File: config.mk
export PLATFORM = sky130hd
export DESIGN_NAME = dec_ser_out
export DESIGN_NICKNAME = d
export VERILOG_FILES = /design/src/rtl/dec_ser_out.sv
export SDC_FILE = /design/constraint.sdc
export NUM_CORES = 1
export LEC_CHECK = 0
export BUFFER_PORTS_ARGS = -buffer_cell sky130_fd_sc_hd__buf_2
export CORE_MARGIN = 1
export CORE_UTILIZATION = 45
export CTS_CLUSTER_SIZE = 40
export DETAILED_ROUTE_END_ITERATION = 8
export SETUP_SLACK_MARGIN = 0.1
export SLEW_MARGIN = 10
export SYNTH_ARGS = -nofsm -noshare
export SYNTH_HDL_FRONTEND = slang
export SYNTH_SLANG_ARGS = --single-unit
File: constraint.sdc
create_clock -name clk_fs -period 2.7 [get_ports clk_fs]
set_input_delay 0.675 -clock clk_fs [delete_from_list [all_inputs] [get_ports clk_fs]]
set_output_delay 0.675 -clock clk_fs [all_outputs]
set_load 0.005 [all_outputs]
File: src/rtl/dec_ser_out.sv
// dec_ser_out: buffers decimated samples in a small FIFO and shifts each one
// out MSB-first on a three-wire link (bit clock, data, frame).
module dec_ser_out #(
  parameter int DATA_W     = 22,
  parameter int FIFO_DEPTH = 4,
  parameter int HALF_DIV   = 2,
  parameter int GAP_CYC    = 4
) (
  input  logic                          clk_fs,
  input  logic                          rst_b,
  input  logic [DATA_W-1:0]             data_in,
  input  logic                          valid_strobe,
  input  logic                          en,
  input  logic                          clr_ovf,
  output logic                          ser_clk,
  output logic                          ser_data,
  output logic                          ser_frame,
  output logic [$clog2(FIFO_DEPTH):0]   fifo_level,
  output logic                          overflow
);

  localparam int PTR_W = $clog2(FIFO_DEPTH);
  localparam int LVL_W = PTR_W + 1;
  localparam int PH_W  = $clog2(HALF_DIV + 1);
  localparam int BIT_W = $clog2(DATA_W + 1);
  localparam int GAP_W = $clog2(GAP_CYC + 1);
  localparam int SH_W  = DATA_W - 1;

  localparam logic [PH_W-1:0]  PH_LAST  = PH_W'(HALF_DIV - 1);
  localparam logic [BIT_W-1:0] BIT_LAST = BIT_W'(DATA_W - 1);
  localparam logic [GAP_W-1:0] GAP_LAST = GAP_W'(GAP_CYC - 1);
  localparam logic [LVL_W-1:0] LVL_FULL = LVL_W'(FIFO_DEPTH);

  typedef enum logic [1:0] {IDLE, SHIFT, GAP} state_t;

  logic [DATA_W-1:0] mem_q [FIFO_DEPTH];
  logic [PTR_W-1:0]  wr_ptr_q, rd_ptr_q;
  logic [LVL_W-1:0]  level_q, level_d;
  logic              ovf_q, ovf_d;

  state_t            state_q;
  logic [SH_W-1:0]   shreg_q;
  logic [PH_W-1:0]   phase_q;
  logic [BIT_W-1:0]  bit_q;
  logic [GAP_W-1:0]  gap_q;
  logic              ser_clk_q, ser_data_q, ser_frame_q;

  logic full, pop, push, drop;

  // A word leaves the FIFO exactly when the FSM starts a frame; a push is
  // still accepted on a full FIFO if that same cycle frees a slot.
  assign full = (level_q == LVL_FULL);
  assign pop  = (state_q == IDLE) && en && (level_q != '0);
  assign push = valid_strobe && (!full || pop);
  assign drop = valid_strobe && full && !pop;

  // Next FIFO occupancy and sticky overflow (a drop beats a simultaneous clear).
  always_comb begin
    level_d = level_q;
    if (push && !pop) begin
      level_d = level_q + LVL_W'(1);
    end else if (pop && !push) begin
      level_d = level_q - LVL_W'(1);
    end
    ovf_d = ovf_q;
    if (clr_ovf) ovf_d = 1'b0;
    if (drop)    ovf_d = 1'b1;
  end

  // Sample storage; contents need no reset because the level gates every read.
  always_ff @(posedge clk_fs) begin
    if (push) mem_q[wr_ptr_q] <= data_in;
  end

  // FIFO pointers, occupancy and overflow flag; pointers wrap naturally.
  always_ff @(posedge clk_fs or negedge rst_b) begin
    if (!rst_b) begin
      wr_ptr_q <= '0;
      rd_ptr_q <= '0;
      level_q  <= '0;
      ovf_q    <= 1'b0;
    end else begin
      if (push) wr_ptr_q <= wr_ptr_q + PTR_W'(1);
      if (pop)  rd_ptr_q <= rd_ptr_q + PTR_W'(1);
      level_q <= level_d;
      ovf_q   <= ovf_d;
    end
  end

  // Serializer FSM: load a word, emit low/high bit-clock phases, then idle gap.
  always_ff @(posedge clk_fs or negedge rst_b) begin
    if (!rst_b) begin
      state_q     <= IDLE;
      shreg_q     <= '0;
      phase_q     <= '0;
      bit_q       <= '0;
      gap_q       <= '0;
      ser_clk_q   <= 1'b0;
      ser_data_q  <= 1'b0;
      ser_frame_q <= 1'b0;
    end else begin
      case (state_q)
        IDLE: begin
          if (pop) begin
            shreg_q     <= mem_q[rd_ptr_q][SH_W-1:0];
            ser_data_q  <= mem_q[rd_ptr_q][DATA_W-1];
            ser_frame_q <= 1'b1;
            ser_clk_q   <= 1'b0;
            phase_q     <= '0;
            bit_q       <= '0;
            state_q     <= SHIFT;
          end
        end
        SHIFT: begin
          if (phase_q == PH_LAST) begin
            phase_q <= '0;
            if (!ser_clk_q) begin
              ser_clk_q <= 1'b1;
            end else begin
              ser_clk_q <= 1'b0;
              if (bit_q == BIT_LAST) begin
                ser_frame_q <= 1'b0;
                ser_data_q  <= 1'b0;
                gap_q       <= '0;
                state_q     <= GAP;
              end else begin
                ser_data_q <= shreg_q[SH_W-1];
                shreg_q    <= shreg_q << 1;
                bit_q      <= bit_q + BIT_W'(1);
              end
            end
          end else begin
            phase_q <= phase_q + PH_W'(1);
          end
        end
        GAP: begin
          if (gap_q == GAP_LAST) begin
            state_q <= IDLE;
          end else begin
            gap_q <= gap_q + GAP_W'(1);
          end
        end
        default: state_q <= IDLE;
      endcase
    end
  end

  assign ser_clk    = ser_clk_q;
  assign ser_data   = ser_data_q;
  assign ser_frame  = ser_frame_q;
  assign fifo_level = level_q;
  assign overflow   = ovf_q;

endmodule
==> results.tsv <==
metric	value	unit
Post-Syn Instances	368	
Min Clock Period, post-route	2.342	ns
GRT met2 Usage	28.65	%
met3 GRT Util	4.682	%
Worst Skew	0.01016	ns
Post-Synth Simple-Gate Area	6.671	%
full die area	0.01253	mm2
PnR Total Power	7.255	mW
row cnt	39	
Data arrival, critical path	2.68	ns
switching share of power	30.27	%
post-synth design cell area	0.005439	mm2
violations in the final reports	design-rule violations	
Clock Path Buffers	2	
clock tree from TritonCTS	done	
placer's final routability congestion estimate	0.7252	
clock root buffer master	clkbuf_16	
setup repair after global routing missed its margin	false	
sequential share of power	42.3	%
post-synthesis register bit count	132	
antenna violations before repair	0	
setup repair bufs after CTS	0	
global-route total usage across every layer	18.29	%
Worst Path Required	3.04	ns
number of sinks driven by the clock tree	132	
share of the synthesized area in compound gates (AO/OA/AOI/OAI)	12.05	%
latest clock arrival within the worst-skew pair	0.41	ns
Cell Pwr Density	1146	mW/mm2
proportion of layout cells with a drive suffix above 1	24.34	%
fraction of synthesis flops using an asynchronous set or reset pin	33.33	%
final hold violation count	0	
post-placement setup slack	0.05042	ns
CTS resizes	0	
1st-iter DRT viols	180	
Psw	2.196	mW
final max-slew violation count	0	
leakage dissipation	2.353	nW
total of buffers placed on input and output ports	33	
share of power burned in the clock network	30.5	%
sort of element at the end of the critical path	flip-flop	
layer carrying the most global-route usage	met2	
average wire per cell in the routed design	18.28	um
Setup-failing EPs final	0	
peak fanout along the critical path	6	
most frequently used flop master after synthesis	edfxtp_1	
library cells used by synthesis	47	
routed vias	3151	
Max-cap violations	0	
cell-internal power	5.059	mW
logic gate share of total power	27.1	%
post-route setup slack	0.3584	ns
maximum number of pins on one net before global-route repair	32	
final antenna-violating net count	0	
total number of H-tree levels	4	
share of the clock period used by the worst path	86.73	%
clock buffers created by TritonCTS	17	
Slew Limit Headroom	31.78	%
Residual DRC	5	
Vias per Instance	5.607	
highest clock rate	427.1	MHz
Hold WC Path Type	input port to asynchronous set/reset pin	
Clock Pin Slew Worst Setup and Hold Paths	0.05	ns
post-synthesis area per instance	14.78	um2
Post-Synth XOR/XNOR Area	0.9662	%
standard cell core area	0.01161	mm2
first-pass GRT wire length	16870	um
count of boundary I/O pins	34	
effective utilization at floorplan	46.83	%
Die Y	111.9	um
number of synthesized flops with an enable pin	88	
global-route congestion overflow total	0	
kind of critical path	flip-flop to flip-flop	
Setup Total Neg Slack	0	ns
P&R area growth vs syn	16.45	%
transition time at the pin with the least slew margin	1.023	ns
die outline width	111.9	um
final HPWL from detailed placement	5852	um
first drt pass iteration count	7	
hold buffers post-CTS	0	
adder and majority gate portion of the synthesized area	2.438	%
via count of the first global-routing pass	3153	
post-layout net count	443	
largest family of logic cells by synthesized area	compound AO/OA/AOI/OAI gates	
worst hold slack	0.2481	ns
GR Layer Usage met1	23.83	%
status	finished with violations	
sequential share of the synthesized area	68.83	%
mux share of post-synthesis cell area	6.027	%
launching element type of the critical path	flip-flop	
antenna diode count	0	
VDD IR max	0.0005539	V
Syn. warnings	0	
post-detailed-routing wire length	10280	um
Post-Syn Nets	405	
placed cells by master, fill, tap and decap left out, drive strengths merged, types with 2 or more instances in the layout:
cell type / netlist / layout
nand2: 10 / 10
mux2i: 2 / 2
bufinv: 0 / 2
and3: 5 / 5
nor2b: 21 / 21
clkbuf: 11 / 27
edfxtp: 88 / 88
o21ai: 25 / 25
o41ai: 2 / 2
nand2b: 2 / 2
mux2: 23 / 23
mux4: 2 / 2
o22ai: 22 / 22
xnor2: 4 / 4
dfrtp: 44 / 44
inv: 12 / 12
ha: 9 / 9
clkinv: 0 / 3
and2: 4 / 4
buf: 12 / 42
a22oi: 2 / 2
nor2: 4 / 4
xor2: 2 / 2
o31ai: 21 / 21
a211oi: 20 / 20
a21o: 3 / 3
nand3: 4 / 4
Yosys cell counts, types with 2 or more instances:
cell type | instances | area share [%]
a211oi_1 | 20 | 2.8
a21o_1 | 3 | 0.41
a22oi_1 | 2 | 0.28
and2_1 | 2 | 0.23
and3_2 | 4 | 0.55
buf_1 | 2 | 0.14
buf_2 | 7 | 0.64
buf_6 | 3 | 0.62
clkbuf_1 | 10 | 0.69
dfrtp_1 | 44 | 20
edfxtp_1 | 88 | 49
ha_1 | 9 | 2.1
inv_1 | 12 | 0.83
mux2_2 | 22 | 4.6
mux2i_1 | 2 | 0.37
mux4_2 | 2 | 0.83
nand2_1 | 10 | 0.69
nand3_1 | 4 | 0.37
nor2_1 | 4 | 0.28
nor2b_1 | 21 | 2.4
o21ai_0 | 25 | 2.3
o22ai_1 | 22 | 2.5
o31ai_1 | 21 | 2.9
o41ai_1 | 2 | 0.32
xnor2_1 | 4 | 0.64
xor2_1 | 2 | 0.32
state kept, by name, summed over array words and instances (netlist names):
signal      flops
bit_q           5
fifo_level      3
gap_q           3
mem_q          88
overflow        1
phase_q         2
rd_ptr_q        2
ser_clk         1
ser_data        1
ser_frame       1
shreg_q        21
state_q         2
wr_ptr_q        2
path summary, 6_finish.rpt:
path | start | endpoint | slack (ns) | depth (start not counted)
max | fifo_level[1] | fifo_level[2] | 0.36 | 9
min | rst_b | state_q[1] | 0.25 | 1
max reg2reg | fifo_level[1] | fifo_level[2] | 0.36 | 9
min reg2reg | gap_q[0] | gap_q[0] | 0.48 | 1
max in group asynchronous | rst_b | bit_q[3] | 1.93 | 2
min in group clk_fs | clr_ovf | overflow | 0.46 | 2
cells by family after synthesis:
kind of cell,Yosys count
flip-flops,132
buffers and inverters,35
adder cells (fa/ha/maj),10
AND/OR/NAND/NOR,59
AO/OA/AOI/OAI,99
XOR/XNOR,6
multiplexers,27
worst max-delay path: stages, from the launching register on:
cell and delay, ns:
dfrtp_1 0.43, or3_1 0.38, and2_2 0.23, inv_1 0.18, ha_1 0.22, inv_1 0.06
fa_1 0.37, xor2_1 0.15, nor2_1 0.11, xor2_1 0.14
through the flow:
step                      cells  utilization [%]  area, um2
final                       562            54.54       6334
after global routing        562            54.54       6334
after CTS                   562            54.54       6334
after detailed placement    530            49.58       5758
after global placement      530            49.58       5758
after floorplan             368                -       5439
per-layer routing:
metal | share of wire [%] | vias to the layer above
met1 | 46 | 1580
met2 | 49 | 72
met5 | 0 | -
met3 | 3.3 | 16
li1 | - | 1483
met4 | 1.6 | 0
area by class of cell:
| type | instances | area, um2 |
|---|---|---|
| Timing Repair Buffer | 42 | 257.7 |
| Inverter | 12 | 45.04 |
| Sequential cell | 132 | 3745 |
| Fill cell | 973 | 5280 |
| Clock inverter | 5 | 72.57 |
| Clock buffer | 27 | 503.0 |
| Multi-Input combinational cell | 201 | 1531 |
| Tap cell | 143 | 178.9 |
power groups by stage:
stage	clock network (mW)	registers (mW)	logic (mW)
5_1_grt	2.35	3.14	2.20
4_1_cts	2.26	3.07	1.99
6_report	2.21	3.07	1.97
3_3_place_gp	0	3.08	1.93
2_1_floorplan	0	2.97	1.55
3_5_place_dp	0	3.10	1.97
No activity file was read; power rests on OpenSTA's default activity.
